File: src/rtl/ps2_ascii_tx_queue.sv
// Generic circular FIFO; power-of-two depth, pointers wrap naturally.
// Latency: write visible at head one cycle after push; registered occupancy.
// Backpressure: wr_rdy drops when full unless a pop happens in the same cycle.
module fifo #(
    parameter int DW    = 8,
    parameter int DEPTH = 8,
    parameter int AW    = 3
) (
    input  logic          clk,
    input  logic          rst_n,
    input  logic          wr_vld,
    output logic          wr_rdy,
    input  logic [DW-1:0] wr_dat,
    output logic          rd_vld,
    input  logic          rd_rdy,
    output logic [DW-1:0] rd_dat,
    output logic [AW:0]   count
);
    logic [DW-1:0] mem [DEPTH];
    logic [AW-1:0] wr_ptr;
    logic [AW-1:0] rd_ptr;
    logic          full;
    logic          do_push;
    logic          do_pop;

    assign full    = (count == (AW+1)'(DEPTH));
    assign rd_vld  = (count != '0);
    assign do_pop  = rd_rdy && rd_vld;
    assign wr_rdy  = !full || do_pop;
    assign do_push = wr_vld && wr_rdy;
    assign rd_dat  = mem[rd_ptr];

    always_ff @(posedge clk) begin
        if (!rst_n) begin
            wr_ptr <= '0;
            rd_ptr <= '0;
            count  <= '0;
        end else begin
            if (do_push) wr_ptr <= wr_ptr + 1'b1;
            if (do_pop)  rd_ptr <= rd_ptr + 1'b1;
            case ({do_push, do_pop})
                2'b10:   count <= count + 1'b1;
                2'b01:   count <= count - 1'b1;
                default: count <= count;
            endcase
        end
    end

    // Storage needs no reset: pointers and count define what is valid.
    always_ff @(posedge clk) begin
        if (do_push) mem[wr_ptr] <= wr_dat;
    end
endmodule

// PS/2 set-2 decoder, lowercase ASCII queue and UART drain for the sender.
// Latency: key -> count/last_ascii next cycle; tx_start two cycles after key when idle.
// Backpressure: tx_busy stalls the drain; pushes into a full FIFO are dropped, overflow sticks.
module ps2_ascii_tx_queue #(
    parameter int DEPTH  = 8,
    parameter int ADDR_W = 3
) (
    input  logic              clk,
    input  logic              rst_n,
    input  logic [7:0]        keycode,
    input  logic              key_valid,
    input  logic              tx_busy,
    output logic [7:0]        tx_data,
    output logic              tx_start,
    output logic [7:0]        last_ascii,
    output logic [ADDR_W:0]   count,
    output logic              overflow
);
    localparam logic [7:0] CODE_BREAK = 8'hF0;
    localparam logic [7:0] CODE_EXT   = 8'hE0;

    typedef enum logic [1:0] {D_IDLE, D_BREAK, D_EXT, D_EXT_BREAK} dec_state_t;
    typedef enum logic [1:0] {T_IDLE, T_ACK, T_BUSY} tx_state_t;

    dec_state_t dec_q, dec_nxt;
    tx_state_t  tx_q, tx_nxt;

    logic [8:0] key_map;
    logic       push_vld;
    logic       push_rdy;
    logic       head_vld;
    logic [7:0] head_dat;
    logic       pop;
    logic       tx_start_nxt;
    logic [7:0] tx_data_nxt;

    // {hit, ascii}; shift keys and anything unlisted miss.
    function automatic logic [8:0] map_key(input logic [7:0] code);
        case (code)
            8'h1C: map_key = {1'b1, 8'h61}; 8'h32: map_key = {1'b1, 8'h62};
            8'h21: map_key = {1'b1, 8'h63}; 8'h23: map_key = {1'b1, 8'h64};
            8'h24: map_key = {1'b1, 8'h65}; 8'h2B: map_key = {1'b1, 8'h66};
            8'h34: map_key = {1'b1, 8'h67}; 8'h33: map_key = {1'b1, 8'h68};
            8'h43: map_key = {1'b1, 8'h69}; 8'h3B: map_key = {1'b1, 8'h6A};
            8'h42: map_key = {1'b1, 8'h6B}; 8'h4B: map_key = {1'b1, 8'h6C};
            8'h3A: map_key = {1'b1, 8'h6D}; 8'h31: map_key = {1'b1, 8'h6E};
            8'h44: map_key = {1'b1, 8'h6F}; 8'h4D: map_key = {1'b1, 8'h70};
            8'h15: map_key = {1'b1, 8'h71}; 8'h2D: map_key = {1'b1, 8'h72};
            8'h1B: map_key = {1'b1, 8'h73}; 8'h2C: map_key = {1'b1, 8'h74};
            8'h3C: map_key = {1'b1, 8'h75}; 8'h2A: map_key = {1'b1, 8'h76};
            8'h1D: map_key = {1'b1, 8'h77}; 8'h22: map_key = {1'b1, 8'h78};
            8'h35: map_key = {1'b1, 8'h79}; 8'h1A: map_key = {1'b1, 8'h7A};
            8'h45: map_key = {1'b1, 8'h30}; 8'h16: map_key = {1'b1, 8'h31};
            8'h1E: map_key = {1'b1, 8'h32}; 8'h26: map_key = {1'b1, 8'h33};
            8'h25: map_key = {1'b1, 8'h34}; 8'h2E: map_key = {1'b1, 8'h35};
            8'h36: map_key = {1'b1, 8'h36}; 8'h3D: map_key = {1'b1, 8'h37};
            8'h3E: map_key = {1'b1, 8'h38}; 8'h46: map_key = {1'b1, 8'h39};
            8'h29: map_key = {1'b1, 8'h20}; 8'h5A: map_key = {1'b1, 8'h0D};
            8'h66: map_key = {1'b1, 8'h08};
            default: map_key = 9'h000;
        endcase
    endfunction

    assign key_map = map_key(keycode);

    always_comb begin
        dec_nxt  = dec_q;
        push_vld = 1'b0;
        if (key_valid) begin
            case (dec_q)
                D_IDLE: begin
                    if (keycode == CODE_BREAK)    dec_nxt = D_BREAK;
                    else if (keycode == CODE_EXT) dec_nxt = D_EXT;
                    else                          push_vld = key_map[8];
                end
                D_EXT:   dec_nxt = (keycode == CODE_BREAK) ? D_EXT_BREAK : D_IDLE;
                default: dec_nxt = D_IDLE;
            endcase
        end
    end

    fifo #(.DW(8), .DEPTH(DEPTH), .AW(ADDR_W)) u_fifo (
        .clk    (clk),
        .rst_n  (rst_n),
        .wr_vld (push_vld),
        .wr_rdy (push_rdy),
        .wr_dat (key_map[7:0]),
        .rd_vld (head_vld),
        .rd_rdy (pop),
        .rd_dat (head_dat),
        .count  (count)
    );

    // Pop is taken on the same edge that raises tx_start, so data and count move together.
    always_comb begin
        tx_nxt       = tx_q;
        pop          = 1'b0;
        tx_start_nxt = 1'b0;
        tx_data_nxt  = tx_data;
        case (tx_q)
            T_IDLE: begin
                if (head_vld && !tx_busy) begin
                    pop          = 1'b1;
                    tx_start_nxt = 1'b1;
                    tx_data_nxt  = head_dat;
                    tx_nxt       = T_ACK;
                end
            end
            T_ACK:   if (tx_busy)  tx_nxt = T_BUSY;
            T_BUSY:  if (!tx_busy) tx_nxt = T_IDLE;
            default: tx_nxt = T_IDLE;
        endcase
    end

    always_ff @(posedge clk) begin
        if (!rst_n) begin
            dec_q      <= D_IDLE;
            tx_q       <= T_IDLE;
            tx_start   <= 1'b0;
            tx_data    <= 8'h00;
            last_ascii <= 8'h00;
            overflow   <= 1'b0;
        end else begin
            dec_q    <= dec_nxt;
            tx_q     <= tx_nxt;
            tx_start <= tx_start_nxt;
            tx_data  <= tx_data_nxt;
            if (push_vld && push_rdy)  last_ascii <= key_map[7:0];
            if (push_vld && !push_rdy) overflow   <= 1'b1;
        end
    end
endmodule

File: config.mk
export PLATFORM = sky130hd
export DESIGN_NAME = ps2_ascii_tx_queue
export DESIGN_NICKNAME = d
export VERILOG_FILES = /design/src/rtl/ps2_ascii_tx_queue.sv
export SDC_FILE = /design/constraint.sdc
export NUM_CORES = 1
export LEC_CHECK = 0
export CORE_AREA = 2 2 126 67
export CTS_BUF_LIST = sky130_fd_sc_hd__clkbuf_16
export DETAILED_ROUTE_END_ITERATION = 10
export DIE_AREA = 0 0 128 69
export PLACE_DENSITY_LB_ADDON = 0.2
export SETUP_SLACK_MARGIN = 0.5
export SLEW_MARGIN = 20
export SYNTH_ARGS = -nofsm -noshare
export SYNTH_HDL_FRONTEND = slang
export SYNTH_HIERARCHICAL = 1
export SYNTH_SLANG_ARGS = --single-unit
File: constraint.sdc
create_clock -name clk -period 6.7 [get_ports clk]
set_clock_uncertainty 0.1 [all_clocks]
set_input_delay 1.005 -clock clk [delete_from_list [all_inputs] [get_ports clk]]
set_output_delay 1.005 -clock clk [all_outputs]
set_load 0.01 [all_outputs]
Word-level counts from Yosys, hierarchy flattened
Memory sizes are Yosys's and may differ from the RTL's. A register that Yosys moved wholly into a read port is not among the register bits.
Cells that the tools add are included.
Cells by class
  add/subtract/negate cells: 4
  multipliers: 0
  div/mod/pow operators: 0
  magnitude comparators: 0
  equality and inequality tests: 12
  shifts and indexed selects: 0
  muxes and demuxes: 18
  bitwise operators: 0
  reductions and logical operators: 16
Operator list (count)
  equality test 8 bit, second input constant: 2
  2-to-1 mux 2 bit: 6
  2-to-1 mux 9 bit: 1
  2-to-1 mux 1 bit: 8
  one-hot mux 4 bit (2 select lines): 1
  adder 3 x 1 -> 3 bit, second input constant: 2
  equality test 2 bit, second input constant: 3
  != test 2 bit, second input constant: 3
  one-hot mux 2 bit (3 select lines): 1
  adder 4 x 1 -> 4 bit, second input constant: 1
  equality test 2 x 1 -> 1 bit, second input constant: 2
  equality test 4 bit, second input constant: 1
  logical AND 1 bit: 4
  logical NOT 1 bit: 4
  logical NOT 2 bit: 2
  one-hot mux 2 bit (2 select lines): 1
  AND reduction 2 bit: 2
  nonzero test 4 bit: 1
  subtractor 4 x 1 -> 4 bit, second input constant: 1
  != test 3 bit, second input constant: 1
  AND reduction 3 bit: 1
  nonzero test 2 bit: 1
  logical OR 1 bit: 1
Word-level totals
  bits in registers: 24
  bits in latches: 0
  bits in writable memories: 64
  ROM bits: 1024
  input bits: 12
  output and inout bits: 22
  memories kept: 2
Memory list
  (name not given): depth 128, width 8, read ports 1, clocked after memory_dff 0, wr ports 0, line 93  | case (code)
  u_fifo.mem: depth 8, width 8, read ports 1, clocked after memory_dff 1, wr ports 1, line 19  | logic [DW-1:0] mem [DEPTH];

Longest topological paths before layout
  depth in word-level cells: 9
  mapped depth: 14
  depth with buffers taken out: 13

By module
The synthesis kept the hierarchy.
By module, submodules not included
  fifo: times used 1, cells an instance 181, area each 3190.6 µm², seq. area each 2182.1 µm²
  ps2_ascii_tx_queue: times used 1, cells an instance 216, area each 1605.3 µm², seq. area each 420.4 µm²

Worst setup path before layout
No wires, ideal clock.
  kind: in2reg
  start: input port keycode[0]
  end: register u_fifo.count[3]
  library setup time: 0.134 ns
  arrival time: 3.869 ns
  required time: 6.466 ns
  slack: 2.597 ns
  cell stages on the path: 13
  cells stage by stage: inv_1 > ha_1 > a311o_1 > o221ai_2 > nor3_1 > clkbuf_1 > or2_2 > inv_1 > ha_1 > a21oi_1 > nand2_1 > o2111a_1 > or4b_1
On the way
  longest elaborated chain between the ends: 9
Ends and longest elaborated chain
  from (decl): line 64  | input logic [7:0] keycode,
  memory (128 x 8 bit)
  2-to-1 mux 9 bit: line 93
  2-to-1 mux 1 bit: line 127  | else if (keycode == CODE_EXT) dec_nxt = D_EXT;
  2-to-1 mux 1 bit (*): line 126  | if (keycode == CODE_BREAK) dec_nxt = D_BREAK;
  2-to-1 mux 1 bit (*): line 124  | case (dec_q)
  2-to-1 mux 1 bit (*): line 123  | if (key_valid) begin
  via push_vld: line 83  | logic push_vld;
  logical AND 1 bit (*): line 30  | assign do_push = wr_vld && wr_rdy;
  equality test 2 x 1 -> 1 bit / equality test 2 bit (equally long branches): line 41  | case ({do_push, do_pop})
  one-hot mux 4 bit (2 select lines) / nonzero test 2 bit (equally long branches)
  to (signal assigned): line 42  | 2'b10: count <= count + 1'b1;
  to (signal assigned): line 43  | 2'b01: count <= count - 1'b1;
  to (signal assigned): line 44  | default: count <= count;
  to (decl): line 17  | output logic [AW:0] count
The timed path passes the listed nets; every way through them passes the cells marked *.
A chain may end at the register's enable or synchronous reset.

Worst setup path in the final report
  start: input port keycode[2]
  end: register u_fifo.count[3]
Same word-level chain as after synthesis.

==> qor.tcl <==
set qor(hold_violations) 0
set qor(finalSetupViolations) 0
set qor(post_synth_design_cell_area_um2) 4800
set qor(timing.critical_path.to_type) {register}
set qor(utilization) 0.713
set qor(die_height_um) 69
set qor(post_synth.cell_area_avg_um2) 12.1
set qor(design.final.nets) 455
set qor(i_o_buffers) 32
set qor(top_level_ports) 34
set qor(most_common_cell_after_layout_fill_and_taps_aside) {sky130_fd_sc_hd__edfxtp_1}
set qor(clk_path_buf_depth) 2
set qor(power_density_nw_per_um2) 226
set qor(cell_row_count) 23
set qor(number_of_drc_violations_after_detailed_routing) 0
set qor(cts-hold-fix-buffers) 0
set qor(critical_path.max_fanout) 33
set qor(data_arrival_critical_path_ns) 5.02
set qor(grt-ovfl-total) 0
set qor(drt-wirelength-per-cell_um) 21.0
set qor(timing.setup.critical_path_class) {in2reg}
set qor(net_switching_component_of_the_power_w) 0.000299
set qor(wirelength_mm) 11.3
set qor(htree_num_levels) 3
set qor(syn2layout_area_growth_pct) 14.7
set qor(worst_path_largest_cell_delay_ns) 1.15
set qor(p_clk_frac) 0.393
set qor(min_to) {overflow}
set qor(drive_gt1_frac) 0.133
set qor(finalCriticalPeriod_ns) 4.90
set qor(grt_max_degree) 34
set qor(slew_violations) 0
set qor(synth_seq_cells) 98
set qor(hold_path_depth) 2
set qor(grt_pass1_wl_mm) 17.7
set qor(maxSlewHeadroom) 0.208
set qor(antenna_found_initial) 0
set qor(ir_drop_mv) 0.146
set qor(clock_tree_sinks) 98
set qor(regToRegStartpoint) {u_fifo/count[0]}
set qor(fin_setup_tns_ns) 0
set qor(routabilityCongestion) 0.993
set qor(distinct_cell_type_count_after_synthesis) 67
set qor(r2r-end) {u_fifo/count[3]}
set qor(switching_share) 0.241
set qor(final_cell_mix) {sky130_fd_sc_hd__edfxtp_1, sky130_fd_sc_hd__nand2_1, sky130_fd_sc_hd__nor2_1}
set qor(floorplan.initialDensity) 0.622
set qor(cts.root.buffer_cell) {sky130_fd_sc_hd__clkbuf_16}
set qor(grt_pass1_vias) 3205
set qor(first_pass_iters) 6
set qor(rsz_0062_raised_after_global_routing) {no}
set qor(number_of_maximum_capacitance_constraint_violations) 0
set qor(core_area_um2) 7710
set qor(worstRegToRegCells) 12
set qor(dp.final_hpwl_mm) 7.86
set qor(reg2reg_slack_ns) 2.59
set qor(cpLargestDelayFamily) {buffers and inverters}
set qor(synth_cells) 397
set qor(cts_inserted_buffers) 9
set qor(timing.hold.worst.class) {reg2reg}
set qor(tritoncts_clock_tree) {done}
set qor(leakagePower_nw) 1.91
set qor(diodes) 0
set qor(path_cells) {clkdlybuf4s50_1 -> mux2_2 -> a32oi_1 -> a41o_1 -> nor3_1 -> buf_4 -> or2_2 -> inv_1 -> ha_1 -> a21oi_1 -> nand2_1 -> o2111a_1 -> or4b_1}
set qor(run_status) {complete, no violations}
set qor(share_comb_of_total_power) 0.083
set qor(critPathLaunchType) {primary input}
set qor(yosys_warnings) 6
set qor(routed_via_density) 6.34
set qor(cts_resized) 0
set qor(power.internal_w) 0.000943
set qor(global_route_usage_over_all_layers) 0.269
set qor(sequentialPowerShare) 0.524
set qor(ys_seq_area_frac) 0.543
set qor(fin_crit_sh) 0.731
set qor(detail-route-antenna-nets) 0
set qor(crit_required_ns) 6.82
set qor(dr_total_vias) 3400
set qor(synth-edff-count) 64
set qor(clk-insertion-delay-late_ns) 0.34
set qor(holdCritStartpoint) {overflow}
set qor(async_reset_ff_frac) 0
set qor(ys_dominant_reg_cell) {sky130_fd_sc_hd__edfxtp_1}
set qor(worst_setup_hold_path_clk_slew_ns) 0.07
set qor(worst-slew-pin-transition_ns) 1.16
set qor(postCtsSetupBuffers) 0
set qor(critical_path_buf_inv_count) 3
set qor(clock.fmax_ghz) 0.204
set qor(die_width_um) 128
set qor(slowest_stage) {sky130_fd_sc_hd__clkdlybuf4s50_1}
set qor(floorplan.die_area_um2) 8830
set qor(detailedRoute.firstIterationViolations) 433
-- through the flow --
step / cell area (µm²) / std cells / hold WS [ns] / total power, W / worst slack (ns)
floorplan: 4830 / 405 / 0.332 / 0.000727 / 2.60
global placement: 5200 / 520 / 0.337 / 0.000761 / 1.62
detailed placement: 5200 / 520 / 0.345 / 0.000762 / 1.51
CTS: 5480 / 536 / 0.356 / 0.00125 / 1.88
global route: 5500 / 536 / 0.389 / 0.00128 / 1.57
finish: 5500 / 536 / 0.353 / 0.00124 / 1.80
-- layer usage --
metal	part of all wire	GRT usage
met5	0	0
met4	0.011	0.0623
met1	0.47	0.422
met3	0.11	0.0916
met2	0.41	0.359
-- Yosys cell counts, drive strengths merged, types with 2 or more instances --
cell type | instances | area [µm²]
buf | 13 | 83.8
o2111a | 2 | 22.5
or4b | 3 | 30.0
o21ai | 10 | 53.8
clkbuf | 9 | 33.8
o2111ai | 2 | 17.5
ha | 11 | 138
a211oi | 3 | 35.0
nand2b | 9 | 63.8
clkinv | 2 | 7.51
xnor2 | 3 | 26.3
a31oi | 3 | 18.8
a221oi | 2 | 17.5
o211ai | 6 | 45.0
nor3 | 6 | 35.0
dfxtp | 34 | 681
mux2 | 10 | 113
nor4 | 3 | 33.8
mux4 | 16 | 398
inv | 13 | 48.8
nor2b | 4 | 25.0
nand3 | 10 | 50.1
nor2 | 40 | 155
edfxtp | 64 | 1920
or2 | 6 | 37.5
nand4 | 5 | 31.3
nand4b | 2 | 17.5
mux2i | 9 | 90.1
xor2 | 4 | 35.0
nand2 | 42 | 160
o32ai | 3 | 26.3
o221ai | 2 | 23.8
a21oi | 24 | 120
a41oi | 2 | 17.5
-- cells by family (layout without fill, tap and decap cells) --
| family | Yosys count | after routing | synth area share |
|---|---|---|---|
| AO/OA/AOI/OAI | 72 | 72 | 0.107 |
| XOR/XNOR | 7 | 7 | 0.0128 |
| adder cells (fa/ha/maj) | 12 | 12 | 0.0329 |
| buffers and inverters | 37 | 68 | 0.0363 |
| flip-flops | 98 | 98 | 0.543 |
| multiplexers | 35 | 35 | 0.125 |
| other | 1 | 9 | 0.000782 |
| AND/OR/NAND/NOR | 135 | 135 | 0.142 |
-- layout make-up --
type | count | area [µm²]
Clock buffer | 9 | 225
Fill cell | 536 | 2210
Inverter | 15 | 56.3
Tap cell | 100 | 125
Timing Repair Buffer | 37 | 358
Sequential cell | 98 | 2600
Multi-Input combinational cell | 270 | 2070
Clock inverter | 7 | 61.3
-- power groups by stage --
stage          Sequential, W  Clock, W  Combinational [W]
3_3_place_gp        0.000664         0          0.0000973
2_1_floorplan       0.000664         0          0.0000628
5_1_grt             0.000651  0.000521           0.000111
3_5_place_dp        0.000664         0          0.0000979
4_1_cts             0.000651  0.000497          0.0000985
6_report            0.000651  0.000488           0.000103
-- worst min-delay path, cell delays in order, from the launching register on --
cell,delay [ns]
sky130_fd_sc_hd__dfxtp_1,0.31
sky130_fd_sc_hd__inv_1,0.05
sky130_fd_sc_hd__a21oi_1,0.05
-- worst max-delay path by stage --
stage | slack [ns] | depth (start not counted) | to | start
after floorplan | 2.60 | 13 | u_fifo/count[3] | keycode[0]
after global placement | 1.62 | 13 | u_fifo/count[3] | keycode[2]
after detailed placement | 1.51 | 13 | u_fifo/count[3] | keycode[2]
after CTS | 1.88 | 13 | u_fifo/count[3] | keycode[2]
after global routing | 1.57 | 13 | u_fifo/count[3] | keycode[2]
final | 1.80 | 13 | u_fifo/count[3] | keycode[2]
-- registers in the layout, indices dropped and copies added (netlist names), named ones only --
name / flops
tx_data: 8
tx_start: 1
u_fifo/mem: 64
overflow: 1
dec_q: 2
last_ascii: 7
u_fifo/count: 4
u_fifo/wr_ptr: 3
u_fifo/rd_ptr: 3
tx_q: 2
No activity file was read; power rests on OpenSTA's default activity.
==> RTL change 1, RTL diff (same settings) <==
The 3 states of `tx_state_t` get a one-hot encoding in 3 bits.
--- a/src/rtl/ps2_ascii_tx_queue.sv
+++ b/src/rtl/ps2_ascii_tx_queue.sv
@@ -75,5 +75,5 @@
 
     typedef enum logic [1:0] {D_IDLE, D_BREAK, D_EXT, D_EXT_BREAK} dec_state_t;
-    typedef enum logic [1:0] {T_IDLE, T_ACK, T_BUSY} tx_state_t;
+    typedef enum logic [2:0] {T_IDLE = 3'b001, T_ACK = 3'b010, T_BUSY = 3'b100} tx_state_t;
 
     dec_state_t dec_q, dec_nxt;
Behaviour: same outputs for any inputs over 4 cycles, from zero or initial values and one cycle with rst_n low; so few cycles prove little.
==> RTL change 1 against the original RTL <==
  * Worst setup slack got worse by 0.019 ns
  * Routed wire length decreased by 0.35%
  * Die area unchanged
  * Sequential cell count increased by 1
  * Final cell count increased by 1.5%
  * Via count increased by 5.8%
  * Area after synthesis increased by 4.3%
  * Final area increased by 2.2%
  * Register-to-register slack got worse by 0.21 ns
  * Maximum frequency decreased by 0.39%
  * Critical path type unchanged
  * Critical endpoint unchanged
Power is not compared: it rests on default switching activity, and its combinational part moved more than twofold at a synthesized area within 25%.
==> RTL change 1: results (changes against the original RTL) <==
CTS:
- The number of gates resized after cts is 0 (unchanged).
- The clock-pin slew on the worst setup and hold paths is 0.07 ns (about the same).
- The later-pin clock latency in the skew report is 0.34 ns (about the same).
- The number of buffers added by the clock tree synthesis step is 9 (unchanged).
- In this run the clock root is driven by a clkbuf_16.
- The count of H-tree levels built during CTS came to 3 (unchanged).
- The post-CTS setup buffer count is 0 (unchanged).
- The maximum buffer depth of the clock tree is 2 (unchanged).

Cells and area:
- The number of nets in the finished design is 463 (+1.8%).
- The share of post-route cells with drive strength above 1 is 11.0% (-2.3 points).
- The largest registers in the layout are u_fifo/mem (64), tx_data (8), last_ascii (7).
- The count of inserted antenna diode cells is 0 (unchanged).

Placed design:
- The placed cell area was 5310 um2 (+2.1%).
- The cell count after placement is 528 (+1.5%).
- The final estimated routing congestion in global placement is 1.06 (+6.3%).
- The worst slack at placement was 1.55 ns (+0.0439 ns).
- The count of port buffers added during placement is 32 (unchanged).
- The post-DP HPWL is 7.80 mm (-0.78%).

Synthesis:
- The number of enable-type register cells in the synthesized netlist was 64 (unchanged).
- By count the netlist is led by edfxtp_1 (64), nand2_1 (36), dfxtp_1 (35).
- The per-instance average area after synthesis is 12.1 um2 (+0.21%).
- The number of synthesis warnings came to 6 (unchanged).
- The post-synthesis sequential area ratio is 52.5% (-1.8 points).
- By area the synthesized netlist is led by edfxtp_1 (38%), dfxtp_1 (14%), mux4_1 (5.3%).
- For this run, the leading register cell type out of synthesis is edfxtp_1.
- The share of synthesized flip-flops with an asynchronous set or reset is 0% (unchanged).
- The post-synthesis cell type count is 73 (+9.0%).

Global route:
- The wire length of the first global-routing pass is 17.8 mm (+0.32%).
- The initial antenna violation count is 0 (unchanged).
- The largest net degree at the start of global routing came to 30 (-12%).
- The total global routing track utilization is 26.8% (-0.11 points).
- The number of global-route vias before repair was 3253 (+1.5%).

Setup path:
- On the critical path the largest part of the delay comes from simple AND/OR/NAND/NOR gates.
- The maximum net fanout on the critical path was 13 (-61%).
- The signal arrival time at the worst endpoint is 5.04 ns (+0.02 ns).
- The largest stage delay on the critical path came to 0.71 ns (-0.44 ns).

Detailed routing:
- The vias per cell is 6.61 (+4.3%).
- The routed wire length is 11.2 mm (-0.35%).
- The count of routing violations after the opening detailed-route iteration is 488 (+13%).
- The first-pass detailed-route iteration total is 7 (+1).
- The detail-routed net length per standard cell was 20.6 um (-1.8%).

Min path:
- The worst hold path belongs to the class register to register.

STA:
- The relative slew slack is 28.8% (+8.0 points).

Power:
- The worst-case IR drop observed on VDD is 146 uV.
- The static leakage is 0.00193 uW.

Run status:
- The flow ran to the end, and the final reports show no timing, DRC or antenna violations.
## RTL change 1: cell types whose count changed after synthesis, moves of 3 or more
cell	before	now
o32ai_1	3	0
buf_6	3	8
nor2_1	38	31
buf_4	1	5
clkbuf_1	9	6
nand2_1	41	36
nor4bb_1	1	4
a211oi_1	2	5
or2_2	6	3
nand2b_1	8	11
## RTL change 1: final timing paths
check	cells after the start	from	endpoint	slack (ns)
max reg2reg	13	u_fifo/count[0]	u_fifo/count[3]	2.38
max	14	keycode[1]	u_fifo/count[3]	1.78
min reg2reg	2	tx_data[7]	tx_data[7]	0.36
min	2	tx_data[7]	tx_data[7]	0.36
## RTL change 1: where the power goes
part | switching (uW) | internal (uW) | total, uW
Combinational | 159 | 117 | 276
Clock | 210 | 322 | 532
Sequential | 30.2 | 676 | 707
Total | 399 | 1120 | 1510
## RTL change 1: tightest hold or removal path, cell delays in order, from the launching register on
cell and delay [ns]:
dfxtp_1 0.31, nand2_1 0.05, a21oi_1 0.05
## RTL change 1: per-layer routing
layer / global-route usage [%] / wire (um)
met1: 42.8 / 5190
met2: 34.9 / 4580
met3: 9.47 / 1310
met4: 5.86 / 142
met5: 0 / 0
## RTL change 1: cell families (layout without fill, tap and decap cells)
logic type | count (synthesis) | in the layout | share of synthesized area (%)
AO/OA/AOI/OAI | 82 | 82 | 11.5
other | 1 | 9 | 0.0750
multiplexers | 38 | 38 | 12.9
adder cells (fa/ha/maj) | 12 | 12 | 3.15
XOR/XNOR | 8 | 8 | 1.40
AND/OR/NAND/NOR | 131 | 131 | 13.6
flip-flops | 99 | 99 | 52.5
buffers and inverters | 42 | 65 | 4.96
## RTL change 1: layout make-up
cell class                 instances  area (um2)
fill                             509        2090
inverter                          13        48.8
tap                              100         125
timing repair buffer              36         350
sequential                        99        2620
multi-input combinational        280        2170
clock buffer                       9         225
clock inverter                     7        83.8
## RTL change 1: through the flow
| stage | hold slack [ns] | utilization [%] |
|---|---|---|
| after floorplan | 0.335 | - |
| after global placement | 0.342 | 68.8 |
| after detailed placement | 0.348 | 68.8 |
| after CTS | 0.356 | 72.8 |
| after global routing | 0.377 | 72.9 |
| final | 0.355 | 72.9 |
==> RTL change 2, RTL diff (same settings) <==
Without the edit above. Set the parameter `ADDR_W` to 2 (it was 3).
--- a/src/rtl/ps2_ascii_tx_queue.sv
+++ b/src/rtl/ps2_ascii_tx_queue.sv
@@ -58,5 +58,5 @@
 module ps2_ascii_tx_queue #(
     parameter int DEPTH  = 8,
-    parameter int ADDR_W = 3
+    parameter int ADDR_W = 2
 ) (
     input  logic              clk,
Ports: changed (resized count); port bits go from 34 to 33. No check against the original RTL was run, so the function may have changed too.
==> RTL change 2 against the original RTL <==
  * Area after synthesis down 33%
  * Clock power shrank 11%
  * Maximum frequency grew 8.4%
  * Sequential cell count fell by 36
  * Worst setup slack better by 0.38 ns
  * Total power decreased by 27%
  * Final area shrank 29%
  * Die area did not move
  * Register-to-register slack gained 0.86 ns
  * Routed wire length decreased by 31%
  * Core utilization fell by 21 points
==> RTL change 2: results (changes against the original RTL) <==
STA:
- The maximum clock frequency was 0.221 GHz (+8.4%).
- The transition time at the pin with the least slew margin is 1.26 ns (+0.0997 ns).
- The minimum hold slack came to 0.353 ns (-0.000362 ns).

Detailed routing:
- The total met2 wirelength after detailed routing is 3.10 mm (-32%).
- The first-pass detailed-route iteration total is 5 (-1).
- The via total after detailed routing is 2525 (-26%).
- The wire length on met3 is 736 um (-40%).
- The count of routing violations after the opening detailed-route iteration came to 231 (-47%).

Power:
- The largest voltage drop on the vdd net is 130 uV (-11%).
- The combinational cell power is 70.7 uW (-31%).
- The internal power consumption is 706 uW (-25%).

Setup path:
- The register-to-register setup slack came to 3.45 ns (+0.86 ns).
- The signal arrival time at the worst endpoint is 4.68 ns (-0.34 ns).
- The length in cells of the worst reg-to-reg path came to 10 (-2).
- The endpoint identified for the worst register-to-register timing path is u_fifo/count[2].

Global route:
- The number of global-route vias before repair is 2426 (-24%).
- The met1 track utilization from global routing is 27.5% (-15 points).
- The wire length of the first global-routing pass was 12.5 mm (-30%).
- The fraction of met3 tracks used by global routing came to 8.62% (-0.54 points).
- The total global routing track utilization is 18.7% (-8.2 points).
- The global routing met2 resource utilization is 24.9% (-11 points).

Placed design:
- The post-DP HPWL came to 5.61 mm (-29%).
- The final estimated routing congestion in global placement came to 0.942 (-5.1%).
- The worst slack at placement is 1.93 ns (+0.422 ns).
- The count of port buffers added during placement is 31 (-3.1%).

Cells and area:
- The number of fill cells is 706 (+32%).
- The total area of sequential cells is 1560 um2 (-40%).
- The layout buffer count excluding clock buffers came to 32 (-14%).
- The share of post-route cells with drive strength above 1 is 11.6% (-1.7 points).
- The layout inverter count without the clock tree is 17 (+2).
- The fraction of area in clock buffers and inverters was 7.27% (+2.1 points).
- The fraction of cell area in non-clock buffers was 8.14% (+1.6 points).
- The fraction of area in multi-input gates is 39.8% (+2.1 points).
- The multi-input combinational gate total is 218 (-19%).
- The largest registers in the layout are u_fifo/mem (32), tx_data (8), last_ascii (7).

Synthesis:
- Yosys attributes the largest share of cell area to edfxtp_1 (30%), dfxtp_1 (19%), mux4_2 (5.6%).
- The adder and majority gate portion of the synthesized area was 5.26% (+2.0 points).
- The post-synthesis sequential area ratio was 48.3% (-6.0 points).
- The multiplexer share of the synthesized area is 8.74% (-3.8 points).
- After synthesis, the most frequently instantiated cells are nand2_1 (38), edfxtp_1 (32), dfxtp_1 (30).
- The compound-gate portion of the synthesized area is 14.2% (+3.5 points).
- The number of enable-type register cells in the synthesized netlist was 32 (-50%).
- The flip-flop and latch count after synthesis was 62 (-37%).

Run status:
- The run finished with clean final reports.

CTS:
- The count of H-tree levels built during CTS is 3 (unchanged).
RTL change 2: changes by cell type after synthesis, sizes merged, moves of 4 or more:
cell and delta:
nor3 -4, nor2 -15, mux2 -8, and2 +9
dfxtp -4, buf -5, nand2b -4, edfxtp -32
mux4 -8
RTL change 2: worst max-delay path: stages:
cell and delay, ns:
clkdlybuf4s50_1 1.16, mux2_2 0.43, a32oi_1 0.23, a41o_1 0.29, nor3_1 0.09, o31a_2 0.18, inv_1 0.08, ha_1 0.17
inv_1 0.06, fa_1 0.37, xor2_1 0.16, or3_1 0.31, a21boi_1 0.13
RTL change 2: through the flow:
step	area, um2	power [uW]	std cells
2_1_floorplan	3250	452	312
3_3_place_gp	3620	478	429
3_5_place_dp	3620	476	429
4_1_cts	3910	917	445
5_1_grt	3910	941	445
6_report	3910	907	445
